### src/rtl/ex_mem_stage_pkg.sv
// ----------------------------------------------------------------------------
// ex_mem_stage_pkg
//   Shared widths, cause codes and helper types for the EX/MEM pipeline
//   register of the 5-stage MIPS core.
//   DW      : datapath width (ALU result, store data, PC)
//   RW      : register-specifier width
//   CW      : exception cause width
//   EXC_OV  : cause code written on arithmetic overflow
// ----------------------------------------------------------------------------
package ex_mem_stage_pkg;

   localparam int DW = 32;
   localparam int RW = 5;
   localparam int CW = 5;

   localparam logic [CW-1:0] EXC_OV = 5'd12;

   // Control bits carried alongside the data through EX/MEM.
   typedef struct packed {
      logic valid;
      logic reg_write;
      logic mem_read;
      logic mem_write;
      logic mem_to_reg;
   } mem_ctrl_t;

   localparam mem_ctrl_t CTRL_BUBBLE = mem_ctrl_t'(5'b00000);

   // An overflow only traps for a real instruction that asked for trapping.
   function automatic logic ovf_trap(input logic valid, input logic ovf_en,
                                     input logic overflow);
      return valid & ovf_en & overflow;
   endfunction

endpackage

### src/rtl/ex_mem_stage_if.sv
// ----------------------------------------------------------------------------
// ex_mem_stage_if
//   Bundle between the EX stage / hazard unit (master) and the EX/MEM
//   pipeline register (slave).
//   master drives : ex_* instruction fields, stall, flush, exc_clr
//   slave drives  : mem_* registered fields, fwd_en, load_pending,
//                   exc_req, exc_pending, epc, exc_cause
// ----------------------------------------------------------------------------
interface ex_mem_stage_if;
   import ex_mem_stage_pkg::*;

   logic          ex_valid;
   logic [DW-1:0] ex_pc;
   logic [DW-1:0] ex_alu_result;
   logic          ex_overflow;
   logic          ex_ovf_en;
   logic          ex_reg_write;
   logic          ex_mem_read;
   logic          ex_mem_write;
   logic          ex_mem_to_reg;
   logic [RW-1:0] ex_write_reg;
   logic [DW-1:0] ex_store_data;
   logic          stall;
   logic          flush;
   logic          exc_clr;

   logic          mem_valid;
   logic          mem_reg_write;
   logic          mem_mem_read;
   logic          mem_mem_write;
   logic          mem_mem_to_reg;
   logic [DW-1:0] mem_alu_result;
   logic [DW-1:0] mem_store_data;
   logic [RW-1:0] mem_write_reg;
   logic          fwd_en;
   logic          load_pending;
   logic          exc_req;
   logic          exc_pending;
   logic [DW-1:0] epc;
   logic [CW-1:0] exc_cause;

   modport master (
      output ex_valid, ex_pc, ex_alu_result, ex_overflow, ex_ovf_en,
             ex_reg_write, ex_mem_read, ex_mem_write, ex_mem_to_reg,
             ex_write_reg, ex_store_data, stall, flush, exc_clr,
      input  mem_valid, mem_reg_write, mem_mem_read, mem_mem_write,
             mem_mem_to_reg, mem_alu_result, mem_store_data, mem_write_reg,
             fwd_en, load_pending, exc_req, exc_pending, epc, exc_cause
   );

   modport slave (
      input  ex_valid, ex_pc, ex_alu_result, ex_overflow, ex_ovf_en,
             ex_reg_write, ex_mem_read, ex_mem_write, ex_mem_to_reg,
             ex_write_reg, ex_store_data, stall, flush, exc_clr,
      output mem_valid, mem_reg_write, mem_mem_read, mem_mem_write,
             mem_mem_to_reg, mem_alu_result, mem_store_data, mem_write_reg,
             fwd_en, load_pending, exc_req, exc_pending, epc, exc_cause
   );

endinterface

### src/rtl/ex_mem_stage_exc_capture.sv
// ----------------------------------------------------------------------------
// ex_mem_exc_capture
//   Records a precise arithmetic-overflow trap: one-cycle request, sticky
//   pending flag, faulting PC and cause code.
//   clk, rst_n     : clock, asynchronous active-low reset
//   advance_i      : EX/MEM is loading this edge (no flush, no stall)
//   trap_i         : qualified overflow of the EX instruction
//   pc_i           : PC of the EX instruction
//   exc_clr_i      : handler done, drop the pending flag
//   exc_req_o      : one-cycle trap request
//   exc_pending_o  : trap taken and not yet cleared
//   epc_o          : PC of the faulting instruction
//   exc_cause_o    : cause code
// ----------------------------------------------------------------------------
module ex_mem_exc_capture
   import ex_mem_stage_pkg::*;
(
   input  logic          clk,
   input  logic          rst_n,
   input  logic          advance_i,
   input  logic          trap_i,
   input  logic [DW-1:0] pc_i,
   input  logic          exc_clr_i,
   output logic          exc_req_o,
   output logic          exc_pending_o,
   output logic [DW-1:0] epc_o,
   output logic [CW-1:0] exc_cause_o
);

   logic          req_q,     req_d;
   logic          pending_q, pending_d;
   logic [DW-1:0] epc_q,     epc_d;
   logic [CW-1:0] cause_q,   cause_d;
   logic          take_s;

   // A clear arriving with a new trap frees the slot, so the new trap is
   // recorded; a trap while still pending only has its side effects killed.
   assign take_s = advance_i & trap_i & (~pending_q | exc_clr_i);

   // Next-state selection for the trap record.
   always_comb begin
      req_d     = 1'b0;
      pending_d = pending_q;
      epc_d     = epc_q;
      cause_d   = cause_q;
      if (take_s) begin
         req_d     = 1'b1;
         pending_d = 1'b1;
         epc_d     = pc_i;
         cause_d   = EXC_OV;
      end else if (exc_clr_i) begin
         pending_d = 1'b0;
      end else begin
         pending_d = pending_q;
      end
   end

   // Trap record registers.
   always_ff @(posedge clk or negedge rst_n) begin
      if (!rst_n) begin
         req_q     <= 1'b0;
         pending_q <= 1'b0;
         epc_q     <= {DW{1'b0}};
         cause_q   <= {CW{1'b0}};
      end else begin
         req_q     <= req_d;
         pending_q <= pending_d;
         epc_q     <= epc_d;
         cause_q   <= cause_d;
      end
   end

   assign exc_req_o     = req_q;
   assign exc_pending_o = pending_q;
   assign epc_o         = epc_q;
   assign exc_cause_o   = cause_q;

endmodule

### src/rtl/ex_mem_stage.sv
// ----------------------------------------------------------------------------
// ex_mem_stage
//   EX/MEM pipeline register. Captures ALU result, store data, destination
//   and control each edge, applies flush (bubble) and stall (hold), kills
//   side effects of overflowing instructions and hands trap recording to
//   ex_mem_exc_capture.
//   clk   : core clock, rising edge
//   rst_n : asynchronous active-low reset
//   bus   : ex_mem_stage_if.slave (EX inputs, pipeline control, MEM outputs)
// ----------------------------------------------------------------------------
module ex_mem_stage
   import ex_mem_stage_pkg::*;
(
   input  logic                 clk,
   input  logic                 rst_n,
   ex_mem_stage_if.slave        bus
);

   mem_ctrl_t     ctrl_q,   ctrl_d;
   logic [DW-1:0] alu_q,    alu_d;
   logic [DW-1:0] sdata_q,  sdata_d;
   logic [RW-1:0] wreg_q,   wreg_d;
   logic          advance_s;
   logic          trap_s;

   assign advance_s = ~bus.flush & ~bus.stall;
   assign trap_s    = ovf_trap(bus.ex_valid, bus.ex_ovf_en, bus.ex_overflow);

   // Pipeline register next state: flush > stall > load.
   always_comb begin
      ctrl_d  = ctrl_q;
      alu_d   = alu_q;
      sdata_d = sdata_q;
      wreg_d  = wreg_q;
      if (bus.flush) begin
         ctrl_d = CTRL_BUBBLE;
      end else if (bus.stall) begin
         ctrl_d = ctrl_q;
      end else begin
         ctrl_d.valid      = bus.ex_valid;
         // Writes to $0 are dropped; a trapping instruction keeps its slot
         // (valid) but loses every architectural side effect.
         ctrl_d.reg_write  = bus.ex_valid & bus.ex_reg_write & ~trap_s &
                             (bus.ex_write_reg != {RW{1'b0}});
         ctrl_d.mem_read   = bus.ex_valid & bus.ex_mem_read  & ~trap_s;
         ctrl_d.mem_write  = bus.ex_valid & bus.ex_mem_write & ~trap_s;
         ctrl_d.mem_to_reg = bus.ex_valid & bus.ex_mem_to_reg;
         alu_d             = bus.ex_alu_result;
         sdata_d           = bus.ex_store_data;
         wreg_d            = bus.ex_write_reg;
      end
   end

   // Pipeline register state.
   always_ff @(posedge clk or negedge rst_n) begin
      if (!rst_n) begin
         ctrl_q  <= CTRL_BUBBLE;
         alu_q   <= {DW{1'b0}};
         sdata_q <= {DW{1'b0}};
         wreg_q  <= {RW{1'b0}};
      end else begin
         ctrl_q  <= ctrl_d;
         alu_q   <= alu_d;
         sdata_q <= sdata_d;
         wreg_q  <= wreg_d;
      end
   end

   ex_mem_exc_capture u_exc (
      .clk           (clk),
      .rst_n         (rst_n),
      .advance_i     (advance_s),
      .trap_i        (trap_s),
      .pc_i          (bus.ex_pc),
      .exc_clr_i     (bus.exc_clr),
      .exc_req_o     (bus.exc_req),
      .exc_pending_o (bus.exc_pending),
      .epc_o         (bus.epc),
      .exc_cause_o   (bus.exc_cause)
   );

   assign bus.mem_valid      = ctrl_q.valid;
   assign bus.mem_reg_write  = ctrl_q.reg_write;
   assign bus.mem_mem_read   = ctrl_q.mem_read;
   assign bus.mem_mem_write  = ctrl_q.mem_write;
   assign bus.mem_mem_to_reg = ctrl_q.mem_to_reg;
   assign bus.mem_alu_result = alu_q;
   assign bus.mem_store_data = sdata_q;
   assign bus.mem_write_reg  = wreg_q;

   // Only ALU results are forwardable from MEM; load data is not ready yet.
   assign bus.fwd_en       = ctrl_q.valid & ctrl_q.reg_write & ~ctrl_q.mem_to_reg;
   assign bus.load_pending = ctrl_q.valid & ctrl_q.mem_read;

endmodule

### src/flat_wrapper.sv
// flat-port wrapper written by rule: the top's interface ports become plain ports
module ex_mem_stage_flat import ex_mem_stage_pkg::*;
  (clk, rst_n, bus_ex_valid, bus_ex_pc, bus_ex_alu_result, bus_ex_overflow, bus_ex_ovf_en, bus_ex_reg_write, bus_ex_mem_read, bus_ex_mem_write, bus_ex_mem_to_reg, bus_ex_write_reg, bus_ex_store_data, bus_stall, bus_flush, bus_exc_clr, bus_mem_valid, bus_mem_reg_write, bus_mem_mem_read, bus_mem_mem_write, bus_mem_mem_to_reg, bus_mem_alu_result, bus_mem_store_data, bus_mem_write_reg, bus_fwd_en, bus_load_pending, bus_exc_req, bus_exc_pending, bus_epc, bus_exc_cause);
  ex_mem_stage_if bus_i ();
  input  logic clk;
  input  logic rst_n;
  input wire logic [$bits(bus_i.ex_valid)-1:0] bus_ex_valid;
  input wire logic [$bits(bus_i.ex_pc)-1:0] bus_ex_pc;
  input wire logic [$bits(bus_i.ex_alu_result)-1:0] bus_ex_alu_result;
  input wire logic [$bits(bus_i.ex_overflow)-1:0] bus_ex_overflow;
  input wire logic [$bits(bus_i.ex_ovf_en)-1:0] bus_ex_ovf_en;
  input wire logic [$bits(bus_i.ex_reg_write)-1:0] bus_ex_reg_write;
  input wire logic [$bits(bus_i.ex_mem_read)-1:0] bus_ex_mem_read;
  input wire logic [$bits(bus_i.ex_mem_write)-1:0] bus_ex_mem_write;
  input wire logic [$bits(bus_i.ex_mem_to_reg)-1:0] bus_ex_mem_to_reg;
  input wire logic [$bits(bus_i.ex_write_reg)-1:0] bus_ex_write_reg;
  input wire logic [$bits(bus_i.ex_store_data)-1:0] bus_ex_store_data;
  input wire logic [$bits(bus_i.stall)-1:0] bus_stall;
  input wire logic [$bits(bus_i.flush)-1:0] bus_flush;
  input wire logic [$bits(bus_i.exc_clr)-1:0] bus_exc_clr;
  output wire logic [$bits(bus_i.mem_valid)-1:0] bus_mem_valid;
  output wire logic [$bits(bus_i.mem_reg_write)-1:0] bus_mem_reg_write;
  output wire logic [$bits(bus_i.mem_mem_read)-1:0] bus_mem_mem_read;
  output wire logic [$bits(bus_i.mem_mem_write)-1:0] bus_mem_mem_write;
  output wire logic [$bits(bus_i.mem_mem_to_reg)-1:0] bus_mem_mem_to_reg;
  output wire logic [$bits(bus_i.mem_alu_result)-1:0] bus_mem_alu_result;
  output wire logic [$bits(bus_i.mem_store_data)-1:0] bus_mem_store_data;
  output wire logic [$bits(bus_i.mem_write_reg)-1:0] bus_mem_write_reg;
  output wire logic [$bits(bus_i.fwd_en)-1:0] bus_fwd_en;
  output wire logic [$bits(bus_i.load_pending)-1:0] bus_load_pending;
  output wire logic [$bits(bus_i.exc_req)-1:0] bus_exc_req;
  output wire logic [$bits(bus_i.exc_pending)-1:0] bus_exc_pending;
  output wire logic [$bits(bus_i.epc)-1:0] bus_epc;
  output wire logic [$bits(bus_i.exc_cause)-1:0] bus_exc_cause;
  assign bus_i.ex_valid = bus_ex_valid;
  assign bus_i.ex_pc = bus_ex_pc;
  assign bus_i.ex_alu_result = bus_ex_alu_result;
  assign bus_i.ex_overflow = bus_ex_overflow;
  assign bus_i.ex_ovf_en = bus_ex_ovf_en;
  assign bus_i.ex_reg_write = bus_ex_reg_write;
  assign bus_i.ex_mem_read = bus_ex_mem_read;
  assign bus_i.ex_mem_write = bus_ex_mem_write;
  assign bus_i.ex_mem_to_reg = bus_ex_mem_to_reg;
  assign bus_i.ex_write_reg = bus_ex_write_reg;
  assign bus_i.ex_store_data = bus_ex_store_data;
  assign bus_i.stall = bus_stall;
  assign bus_i.flush = bus_flush;
  assign bus_i.exc_clr = bus_exc_clr;
  assign bus_mem_valid = bus_i.mem_valid;
  assign bus_mem_reg_write = bus_i.mem_reg_write;
  assign bus_mem_mem_read = bus_i.mem_mem_read;
  assign bus_mem_mem_write = bus_i.mem_mem_write;
  assign bus_mem_mem_to_reg = bus_i.mem_mem_to_reg;
  assign bus_mem_alu_result = bus_i.mem_alu_result;
  assign bus_mem_store_data = bus_i.mem_store_data;
  assign bus_mem_write_reg = bus_i.mem_write_reg;
  assign bus_fwd_en = bus_i.fwd_en;
  assign bus_load_pending = bus_i.load_pending;
  assign bus_exc_req = bus_i.exc_req;
  assign bus_exc_pending = bus_i.exc_pending;
  assign bus_epc = bus_i.epc;
  assign bus_exc_cause = bus_i.exc_cause;
  ex_mem_stage u_core (.clk(clk), .rst_n(rst_n), .bus(bus_i));
endmodule
### config.mk
export PLATFORM = sky130hd
export DESIGN_NAME = ex_mem_stage_flat
export DESIGN_NICKNAME = d
export VERILOG_FILES = /design/src/rtl/ex_mem_stage_pkg.sv /design/src/rtl/ex_mem_stage_if.sv /design/src/rtl/ex_mem_stage_exc_capture.sv /design/src/rtl/ex_mem_stage.sv /design/src/flat_wrapper.sv
export SDC_FILE = /design/constraint.sdc
export NUM_CORES = 1
export LEC_CHECK = 0
export ABC_AREA = 1
export BUFFER_PORTS_ARGS = -buffer_cell sky130_fd_sc_hd__buf_2
export CORE_AREA = 2 2 121 123
export CTS_CLUSTER_DIAMETER = 40
export CTS_CLUSTER_SIZE = 25
export DETAILED_ROUTE_END_ITERATION = 7
export DIE_AREA = 0 0 123 125
export PLACE_DENSITY = 0.6
export SYNTH_ARGS = -nofsm -noshare
export SYNTH_HDL_FRONTEND = slang
export SYNTH_HIERARCHICAL = 1
export SYNTH_SLANG_ARGS = --single-unit
### constraint.sdc
create_clock -name clk -period 2.9 [get_ports clk]
set_clock_uncertainty 0.2 [all_clocks]
set_input_delay 0.29 -clock clk [delete_from_list [all_inputs] [get_ports clk]]
set_output_delay 0.29 -clock clk [all_outputs]
set_load 0.02 [all_outputs]
=== Word level (Yosys, flattened, before mapping) ===
Cells that the tools add are included.

* Bits in latches: 0
* Register bits after elaboration: 109
* Memories: 0
* Bits of input ports: 113
* Word-level logic and storage cells: 43
* Memory bits (read-only): 0
* Memory bits (writable): 0

* Bitwise logic cells: 22
* Equality and inequality tests: 1
* Shift-type cells: 0
* Magnitude comparators: 0
* Div/mod/pow operators: 0
* Multipliers: 0
* Reduce and logical (&&, ||, !) cells: 3
* Mux-type cells: 5
* Add/sub/neg operators: 0

{| class="wikitable"
|+ Operator list
! operator !! number
|-
| 1-bit bitwise AND || 16
|-
| 5-bit 2-to-1 mux || 2
|-
| 1-bit inverter || 5
|-
| 5-bit nonzero test || 1
|-
| 1-bit 2-to-1 mux || 3
|-
| 2-bit by 1-bit inequality test with 1-bit output, second input constant || 1
|-
| 2-bit AND reduction || 1
|-
| 2-bit nonzero test || 1
|-
| 1-bit bitwise OR || 1
|}

=== Longest topological paths before layout ===
Gate-level depths: netlist of the first run.

* Word-level depth: 7
* Mapped depth: 8
* Mapped depth without buffers: 7

=== Modules after synthesis ===
Netlist of the first run, hierarchy kept.

{| class="wikitable"
|+ Modules (own cells, without submodules)
! module !! instances !! cells each !! area each (µm²)
|-
| ex_mem_stage || 1 || 330 || 2867.8
|-
| ex_mem_exc_capture || 1 || 154 || 1432.6
|}

=== Worst setup path before layout of the first run ===
OpenSTA, ideal clock, no wires.

* Path type: input to register
* Start point: in bus_flush
* End point: reg u_core.u_exc.epc_q[0] (netlist: u_core/u_exc/epc_o[0])
* Cell stages on the path: 8
* Arrival time: 1.098 ns
* Path slack: 1.485 ns
* Data required time: 2.583 ns
* Path through: nor2_2 -> buf_2 -> nand2_2 -> inv_4 -> nand2_4 -> buf_6 -> nand2_1 -> nand2_1

* Longest elaborated chain between the ends: 4

{| class="wikitable"
|+ RTL lines
! item !! RTL line !! source
|-
| start, declared || flat_wrapper.sv:19 || <nowiki>input wire logic [$bits(bus_i.flush)-1:0] bus_flush;</nowiki>
|-
| 1-bit inverter (no line) || - ||
|-
| 1-bit bitwise AND || ex_mem_stage.sv:26 || <nowiki>assign advance_s = ~bus.flush & ~bus.stall;</nowiki>
|-
| net u_core.advance_s || ex_mem_stage.sv:23 || <nowiki>logic advance_s;</nowiki>
|-
| 1-bit bitwise AND (2 in series) || ex_mem_stage_exc_capture.sv:38 || <nowiki>assign take_s = advance_i & trap_i & (~pending_q | exc_clr_i);</nowiki>
|-
| end signal, assigned || ex_mem_stage_exc_capture.sv:63 || <nowiki>epc_q <= {DW{1'b0}};</nowiki>
|-
| end signal, assigned || ex_mem_stage_exc_capture.sv:68 || <nowiki>epc_q <= epc_d;</nowiki>
|-
| end, declared || ex_mem_stage_exc_capture.sv:32 || <nowiki>logic [DW-1:0] epc_q, epc_d;</nowiki>
|}

The timed path passes the listed nets, and every way through them passes these cells.
A chain may end at the register's enable or synchronous reset.

=== Worst setup path in the final report of the first run ===
* Start point: in bus_flush
* End point: reg u_core.u_exc.epc_q[3] (netlist: u_core/u_exc/epc_o[3])

* Longest elaborated chain between the ends: 4

{| class="wikitable"
|+ RTL lines
! item !! RTL line
|-
| 1-bit inverter (no line) || -
|-
| 1-bit bitwise AND || ex_mem_stage.sv:26
|-
| 1-bit bitwise AND (2 in series) || ex_mem_stage_exc_capture.sv:38
|}

No other way between the ends.

==> results of run 1 <==
==> area by class of cell <==
type                    count  share of cell area [%]
repair buffers            333                    32.3
well taps                 184                    3.34
flip-flops and latches    109                    39.6
clock buffers              11                    3.53
inverters                   9                   0.527
multi-input cells         340                    19.6
clock inverters             4                    1.05
diodes                      1                  0.0364
==> metal layers <==
| layer | vias to the layer above | part of all wire (%) |
|---|---|---|
| li1 | 2098 | - |
| met1 | 1920 | 43 |
| met2 | 167 | 46 |
| met3 | 22 | 8.3 |
| met4 | 2 | 2.4 |
| met5 | - | 0.10 |
==> cell usage in the layout (no fill, tap or decap), drive strengths merged <==
cell type	Yosys	routed
diode	0	1
nor2	7	7
buf	24	230
clkinvlp	0	1
bufinv	0	2
inv	9	9
nand3	34	34
dfrtp	109	109
clkbuf	4	11
conb	1	3
dlygate4sd3	0	103
nand4	2	2
nand3b	1	1
nand2	293	293
clkinv	0	1
==> worst max-delay path, cell delays in order <==
cell	delay, ns
buf_2	0.12
nor2_4	0.11
buf_4	0.24
nand2_2	0.11
inv_4	0.27
nand2_4	0.29
nand2_1	0.14
nand2_1	0.05
==> kinds of logic (layout without fill, tap and decap cells) <==
logic type | after synthesis | after routing | synth area share (%)
DFF | 109 | 109 | 63.4
buffers and inverters | 37 | 357 | 5.53
other | 1 | 4 | 0.0872
and+or+nand+nor | 337 | 337 | 31.0
==> power by group through the flow <==
| stage | Clock, mW | Sequential, mW | Combinational (mW) |
|---|---|---|---|
| after detailed placement | 0 | 1.87 | 0.881 |
| after global placement | 0 | 1.88 | 0.867 |
| after CTS | 1.35 | 1.85 | 0.985 |
| after floorplan | 0 | 2.14 | 0.217 |
| final | 1.31 | 1.85 | 0.980 |
| after global routing | 1.42 | 1.88 | 1.08 |
==> how the worst max path moves through the flow <==
stage | start | endpoint | slack [ns] | depth (start not counted)
detailed placement | bus_flush | u_core/u_exc/epc_o[1] | 0.88 | 8
global route | bus_flush | u_core/u_exc/epc_o[15] | 1.12 | 8
finish | bus_flush | u_core/u_exc/epc_o[3] | 1.29 | 8
global placement | bus_flush | u_core/u_exc/epc_o[10] | 0.89 | 8
floorplan | bus_flush | u_core/u_exc/epc_o[0] | 1.49 | 8
CTS | bus_flush | u_core/u_exc/epc_o[11] | 1.26 | 8
==> impl_metrics.json, run 1 <==
{
  "outcome": "completed",
  "yosys-top-cells-count": "nand2_1 (290), dfrtp_1 (109), nand3_1 (34)",
  "drt_wl_total_mm": 12.5,
  "grt_remaining_overflow": 0,
  "cts_hold_buffers": 103,
  "grt_pass1_vias": 4269,
  "drtIter0Drc": 177,
  "swShare_pct": 30.1,
  "r2r_start": "u_core/u_exc/exc_pending_o",
  "cts.sinks": 109,
  "cts_tree": "done",
  "nFillCells": 1319,
  "grt_max_degree": 59,
  "p_clk_share_pct": 31.7,
  "hp-start": "bus_ex_pc[20]",
  "worst-r2r-cell-count": 4,
  "drv_slew": 0,
  "ys_ff_latch": 109,
  "crit_fanout": 34,
  "cp-start-kind": "primary input",
  "synth_ff_type": "dfrtp_1",
  "p_seq_share_pct": 44.7,
  "ys_warn_count": 6,
  "worst_ep_required_time_ns": 2.94,
  "min_period_ns": 1.61,
  "setup_violations": 0,
  "synth_top_area_cell": "dfrtp_1",
  "p_comb_share_pct": 23.6,
  "yosysSeqAreaShare_pct": 63.4,
  "layout-area-overhead-vs-synth_pct": 60.1,
  "use_met2_pct": 26.6,
  "use_met3_pct": 4.70,
  "r2r_slack_ns": 1.46,
  "async_reset_ff_share_pct": 100,
  "die_area_um2": 15400,
  "cts_resized": 0,
  "syn_inst": 484,
  "power_density_nw_per_um2": 602,
  "cts-htree-levels": 3,
  "drv_cap": 0,
  "grt_use_total_pct": 16.6,
  "seqCellArea_um2": 2730,
  "fin_util_pct": 48.5,
  "p_total_mw": 4.14,
  "peakVddDrop_v": 0.000269,
  "core_area_um2": 14200,
  "io_pins": 228,
  "detailed_place_hpwl_mm": 8.12,
  "worstMarginPinSlew_ns": 0.632,
  "ys_top_cells_by_area": "dfrtp_1 (63%), nand2_1 (25%), nand3_1 (4.0%)",
  "timing.hold.ws_ns": 0.00922,
  "clockBufferDepth": 2,
  "layout-drive-gt1-share_pct": 31.0,
  "finalCritPeriodShare_pct": 55.5,
  "yosysUniqueCellTypes": 17,
  "numCtsBuffers": 9,
  "clock_latency_ns": 0.34,
  "syn-cell-area_um2": 4300,
  "max_slew_margin_pct": 57.8,
  "initial_core_util_pct": 30.3,
  "vias_per_cell": 4.25,
  "clk_pin_slew_ns": 0.07,
  "use_met1_pct": 21.0,
  "fin_ws_ns": 1.29,
  "grt.busiest_layer": "met2",
  "row_count": 44,
  "p_leak_nw": 3.94,
  "synth_top_area_share_pct": 63.4,
  "place_ws_ns": 0.881,
  "clockRootBuffer": "clkbuf_16",
  "numPlacedInstances": 872,
  "die_w_um": 123,
  "post-cts-setup-buffers": 0,
  "dpl_cell_area_um2": 5540,
  "grt_pass1_wl_mm": 20.3,
  "hold_path_end": "u_core/u_exc/epc_o[20]",
  "globalplace.congestion": 0.729,
  "vias": 4209,
  "synth-edff-count": 0,
  "criticalPathCategory": "primary input to flip-flop",
  "final.setup.tns_ns": 0,
  "cp.arrival_ns": 1.65,
  "p_int_mw": 2.89,
  "max_freq_mhz": 621,
  "p_sw_mw": 1.25,
  "grt_setup_unrepaired": "no",
  "syn_avg_cell_area_um2": 8.89,
  "place.port_buffers": 224,
  "wl_per_cell_um": 12.6,
  "crit_path_end_kind": "flip-flop",
  "min_path_cells": 3,
  "final_nets": 915,
  "multiInputGateArea_um2": 1350,
  "final_cells": 991,
  "hold_viol_final": 0,
  "first_pass_iters": 6,
  "ant_nets": 0,
  "stdcell_area_um2": 6880,
  "timing.rr.end": "u_core/u_exc/epc_o[18]",
  "yosysMostFrequentCell": "nand2_1",
  "holdCritPathClass": "primary input to flip-flop",
  "antenna_found_initial": 2,
  "die_h_um": 125,
  "drc": 0
}
Power figures use the tool's default switching activity.
==> inputs of run 2 (changes only) <==
==> constraint.sdc (replaced) <==
create_clock -name clk -period 1.5 [get_ports clk]
set_clock_uncertainty 0.2 [all_clocks]
set_input_delay 0.15 -clock clk [delete_from_list [all_inputs] [get_ports clk]]
set_output_delay 0.15 -clock clk [all_outputs]
set_load 0.02 [all_outputs]
==> run 2 against run 1 <==
  * The flow now finishes with violations (negative hold slack)
  * Worst setup slack lost 1.2 ns
  * Cell area grew 1.8%
  * Power grew 87%
  * Largest cell class unchanged
  * Clock power grew 72%
  * Combinational power grew 97%
  * Register-to-register slack lost 1.3 ns
  * Critical path type unchanged
  * Sequential share of layout area shrank 0.69 points
  * Critical path depth shrank 3
  * Core utilization grew 0.86 points
  * Cell count grew 1.5%
  * Die area is the same
  * Global-route usage grew 0.21 points
==> impl_metrics.json, run 2 (synthesis gave the netlist of run 1 again) <==
{
  "outcome": "complete, but fails checks",
  "violations": "negative hold slack",
  "timing.critical_path.mode_cell": "dlygate4sd3_1",
  "holdCritPathClass": "primary input to flip-flop",
  "crit_chain": "dlygate4sd3_1 > buf_2 > nand4_1 > dlygate4sd3_1 > nand2_1",
  "final_cell_mix": "nand2_1 (290), buf_2 (222), dlygate4sd3_1 (111), dfrtp_1 (109), nand3_1 (34)",
  "power_density_nw_per_um2": 1110,
  "max_freq_mhz": 689,
  "startpoint": "bus_ex_mem_read",
  "hold_viol_final": 1,
  "swShare_pct": 31.2,
  "globalplace.congestion": 0.770,
  "numCtsBuffers": 9,
  "p_clk_share_pct": 29.0,
  "crit_fanout": 1,
  "p_leak_nw": 3.99,
  "worst-r2r-cell-count": 4,
  "timing.hold.ws_ns": -0.0481,
  "layout.cells.most_common": "nand2_1",
  "crit_slowest_cell": "dlygate4sd3_1",
  "crit_family": "buffers and inverters",
  "peakVddDrop_v": 0.000510,
  "finalCritPeriodShare_pct": 96.8,
  "final.setup.tns_ns": 0,
  "vias": 4322,
  "p_seq_share_pct": 46.1,
  "p_comb_share_pct": 24.9,
  "crit_path_end_kind": "flip-flop",
  "worst_ep_required_time_ns": 1.53,
  "criticalPathCategory": "primary input to flip-flop",
  "cts_tree": "done",
  "die_w_um": 123,
  "grt_remaining_overflow": 0,
  "critical_path_buf_inv_count": 3,
  "clockRootBuffer": "clkbuf_16",
  "io_pins": 228,
  "timing.rr.end": "u_core/u_exc/epc_o[28]",
  "cp.arrival_ns": 1.49,
  "ant_nets": 0,
  "grt_max_degree": 55,
  "die_h_um": 125,
  "die_area_um2": 15400,
  "drv_slew": 0,
  "layout-area-overhead-vs-synth_pct": 62.9,
  "p_int_mw": 5.34,
  "r2r_slack_ns": 0.21,
  "cts.sinks": 109,
  "grt_pass1_vias": 4392,
  "place.port_buffers": 224,
  "antenna_found_initial": 0,
  "grt_pass1_wl_mm": 20.7,
  "wl_per_cell_um": 12.9,
  "cpPeakStageDelay_ns": 0.55,
  "setup_violations": 0,
  "final_nets": 930,
  "min_path_cells": 4,
  "p_sw_mw": 2.42,
  "cp.depth": 5,
  "min_period_ns": 1.45,
  "clk_pin_slew_ns": 0.07,
  "r2r_start": "u_core/u_exc/exc_pending_o",
  "row_count": 44,
  "grt_use_total_pct": 16.8,
  "initial_core_util_pct": 30.3,
  "core_area_um2": 14200,
  "drv_cap": 0,
  "fin_util_pct": 49.3,
  "cp-start-kind": "primary input",
  "drt_wl_total_mm": 13.0,
  "vias_per_cell": 4.30,
  "layout-drive-gt1-share_pct": 31.3,
  "detailed_place_hpwl_mm": 8.20,
  "clock_latency_ns": 0.34,
  "drtIter0Drc": 216,
  "diodes": 0,
  "cts-htree-levels": 3,
  "first_pass_iters": 4,
  "endpoint": "u_core/bus.mem_mem_read",
  "drc": 0,
  "clockBufferDepth": 2
}
==> run 2: changes by cell type in the layout (fill, tap and decap cells not counted) <==
cell           previous run  this run
clkinvlp_4                1         2
buf_2                   223       222
clkbuf_1                  1         2
buf_12                    2         4
buf_4                     5        11
bufinv_16                 2         0
diode_2                   1         0
clkbuf_8                  1         2
dlygate4sd3_1           103       111
==> run 2: metal layers <==
layer  global-route usage, %  vias up  wire (µm)
met4                    6.42        0        286
met5                       0        -          0
li1                        -     2130          -
met1                    20.4     1987       5530
met2                    28.4      178       6170
met3                    4.47       27        970
==> run 2: cell type report <==
cell class / instances / area, µm²
Clock buffer: 13 / 260
Clock inverter: 3 / 20.0
Fill cell: 1297 / 7200
Inverter: 9 / 36.3
Multi-Input combinational cell: 340 / 1350
Sequential cell: 109 / 2730
Tap cell: 184 / 230
Timing Repair Buffer: 348 / 2380
==> run 2: metrics by stage <==
step | instances | setup slack, ns | hold slack (ns) | power [mW] | instance area, µm²
after detailed placement | 878 | 0.0780 | -0.141 | 5.34 | 5610
after global placement | 878 | 0.102 | -0.136 | 5.32 | 5610
after floorplan | 486 | 0.225 | -0.346 | 4.56 | 4310
after global routing | 1006 | -0.0227 | 0.00685 | 8.20 | 7010
final | 1006 | 0.0477 | -0.0481 | 7.77 | 7010
after CTS | 1006 | 0.0555 | 0.0470 | 7.86 | 7010
==> run 2: worst min-delay path by stage <==
stage                              from                      endpoint  slack, ns
after floorplan                   rst_n  u_core/bus.mem_alu_result[0]      -0.35
after global placement            rst_n  u_core/bus.mem_alu_result[0]      -0.14
after detailed placement          rst_n  u_core/bus.mem_alu_result[0]      -0.14
after CTS                         rst_n  u_core/bus.mem_alu_result[6]       0.05
after global routing      bus_ex_ovf_en      u_core/bus.mem_mem_write      0.007
final                     bus_ex_ovf_en      u_core/bus.mem_mem_write      -0.05
==> run 2: repair_timing <==
item	in CTS	in global routing
hold endpoints to repair	216	0
buffers inserted	0	1
endpoints found under the setup margin	0	2
hold buffers	112	0
resized for setup	0	1
==> run 2: tightest hold or removal path, cell delays in order <==
cell and delay [ns]:
buf_2 0.10, nand3_1 0.09, nand4_1 0.08, nand2_1 0.04
==> run 2: power by group through the flow <==
stage | clock [mW] | sequential, mW | combinational [mW]
detailed placement | 0 | 3.62 | 1.72
global route | 2.45 | 3.63 | 2.11
finish | 2.25 | 3.58 | 1.93
CTS | 2.34 | 3.58 | 1.94
floorplan | 0 | 4.14 | 0.420
global placement | 0 | 3.62 | 1.70
==> inputs of run 3 (changes only) <==
--- a/config.mk
+++ b/config.mk
@@ -7,11 +7,11 @@
 export LEC_CHECK = 0
 export ABC_AREA = 1
 export BUFFER_PORTS_ARGS = -buffer_cell sky130_fd_sc_hd__buf_2
-export CORE_AREA = 2 2 121 123
+export CORE_AREA = 2 2 128 117
 export CTS_CLUSTER_DIAMETER = 40
 export CTS_CLUSTER_SIZE = 25
 export DETAILED_ROUTE_END_ITERATION = 7
-export DIE_AREA = 0 0 123 125
+export DIE_AREA = 0 0 130 119
 export PLACE_DENSITY = 0.6
 export SYNTH_ARGS = -nofsm -noshare
 export SYNTH_HDL_FRONTEND = slang
==> run 3 against run 2 <==
  * The run now ends clean
  * Power is 3.5% higher
  * Sequential power is essentially flat
  * Sequential share of layout area down 0.32 points
  * Clock power up 12%
  * Core utilization is 0.081 points lower
  * Clock-buffer cell count is 3 lower
  * Largest power group unchanged
  * Cell count is 1.4% higher
  * Worst hold slack improved by 0.10 ns
  * Combinational power is essentially flat
  * Sequential cell count is the same
  * Wire length up 0.92%
  * Worst setup slack worse by 0.012 ns
==> impl_metrics.json, run 3 (synthesis gave the netlist of run 1 again) <==
{
  "outcome": "completed",
  "final.setup.tns_ns": 0,
  "timing.critical_path.mode_cell": "dlygate4sd3_1",
  "drv_cap": 0,
  "grt_max_degree": 70,
  "grt_pass1_vias": 4270,
  "globalplace.congestion": 0.769,
  "die_area_um2": 15500,
  "cp.arrival_ns": 1.50,
  "initial_core_util_pct": 30.0,
  "clockBufferDepth": 2,
  "cts_hold_buffers": 112,
  "numCtsBuffers": 9,
  "r2r_slack_ns": 0.23,
  "drt_wl_total_mm": 13.1,
  "final_nets": 931,
  "die_h_um": 119,
  "setup_violations": 0,
  "cts.sinks": 109,
  "peakVddDrop_v": 0.000847,
  "core_area_um2": 14300,
  "grt_remaining_overflow": 0,
  "power_density_nw_per_um2": 1140,
  "row_count": 42,
  "clock_latency_ns": 0.34,
  "vias": 4258,
  "p_leak_nw": 4.02,
  "cts-htree-levels": 3,
  "diodes": 0,
  "criticalPathCategory": "primary input to flip-flop",
  "layout-drive-gt1-share_pct": 31.4,
  "first_pass_iters": 5,
  "holdCritPathClass": "primary input to asynchronous set/reset pin",
  "hold_viol_final": 0,
  "drc": 0,
  "worst_ep_required_time_ns": 1.54,
  "wl_per_cell_um": 12.8,
  "layout.cells.most_common": "nand2_1",
  "crit_fanout": 1,
  "fin_util_pct": 49.3,
  "post-cts-setup-buffers": 0,
  "grt_use_total_pct": 17.0,
  "die_w_um": 130,
  "cts_tree": "done",
  "final_cell_mix": "nand2_1 (290), buf_2 (223), dlygate4sd3_1 (112), dfrtp_1 (109), nand3_1 (34)",
  "place.port_buffers": 224,
  "vias_per_cell": 4.17,
  "ant_nets": 0,
  "max_freq_mhz": 683,
  "crit_slowest_cell": "dlygate4sd3_1",
  "layout-area-overhead-vs-synth_pct": 64.3,
  "grt_pass1_wl_mm": 20.8,
  "clk_pin_slew_ns": 0.06,
  "stdcell_area_um2": 7070,
  "antenna_found_initial": 0,
  "clockRootBuffer": "clkbuf_16",
  "cts_resized": 0,
  "crit_chain": "dlygate4sd3_1 > buf_2 > nand4_1 > dlygate4sd3_1 > nand2_1",
  "detailed_place_hpwl_mm": 8.30,
  "drtIter0Drc": 157,
  "p_total_mw": 8.04,
  "crit_path_end_kind": "flip-flop",
  "drv_slew": 0,
  "min_period_ns": 1.46,
  "cpPeakStageDelay_ns": 0.56,
  "io_pins": 228,
  "dpl_cell_area_um2": 5630,
  "grt_setup_unrepaired": "no",
  "cp-start-kind": "primary input",
  "finalCritPeriodShare_pct": 97.6
}
run 3: cell types whose count changed in the layout (fill, tap and decap cells not counted), sizes merged:
cell         before  now
dlygate4sd3     111  112
clkinv            1    3
clkinvlp          2    0
clkbuf           13   10
bufinv            0    2
run 3: critical path, delay by kind of cell:
family	cells	cell delay [ns]
buffers and inverters	3	1.22
AND/OR/NAND/NOR	2	0.14
run 3: layer usage:
layer | up-vias | GRT usage, % | routed length (µm) | part of all wire [%]
met5 | - | 0 | 0 | 0
met4 | 0 | 7.33 | 419 | 3.2
met3 | 32 | 4.54 | 764 | 5.8
met2 | 169 | 27.6 | 6190 | 47
met1 | 1927 | 21.2 | 5700 | 44
li1 | 2130 | - | - | -
run 3: metrics by stage:
| step | worst slack, ns | instances | hold slack, ns |
|---|---|---|---|
| global route | 0.00434 | 1020 | 0.0555 |
| finish | 0.0355 | 1020 | 0.0520 |
| detailed placement | 0.0481 | 893 | -0.125 |
| CTS | 0.0386 | 1020 | 0.0387 |
| global placement | 0.0908 | 893 | -0.118 |
| floorplan | 0.225 | 486 | -0.346 |
run 3: final timing paths:
kind | start | end | cells past startpoint
worst min register to register | u_core/bus.mem_store_data[24] | u_core/bus.mem_store_data[24] | 2
max in group asynchronous | rst_n | u_core/u_exc/epc_o[6] | 3
worst max-delay path | bus_ex_mem_read | u_core/bus.mem_mem_read | 5
min in group clk | bus_stall | u_core/u_exc/epc_o[25] | 6
worst min-delay path | rst_n | u_core/bus.mem_alu_result[5] | 2
worst max register to register | u_core/u_exc/exc_pending_o | u_core/u_exc/epc_o[12] | 4
run 3: report_power, final:
| part | internal [mW] | leakage (nW) | switching (mW) |
|---|---|---|---|
| logic | 0.772 | 2.50 | 1.17 |
| registers | 3.35 | 1.36 | 0.228 |
| clock network | 1.49 | 0.158 | 1.03 |
run 3: layout make-up:
| type | instances | area [µm²] |
|---|---|---|
| inverters | 9 | 36.3 |
| repair buffers | 349 | 2390 |
| flip-flops and latches | 109 | 2730 |
| multi-input cells | 340 | 1350 |
| fillers | 1384 | 7280 |
| well taps | 198 | 248 |
| clock buffers | 10 | 239 |
| clock inverters | 5 | 75.1 |
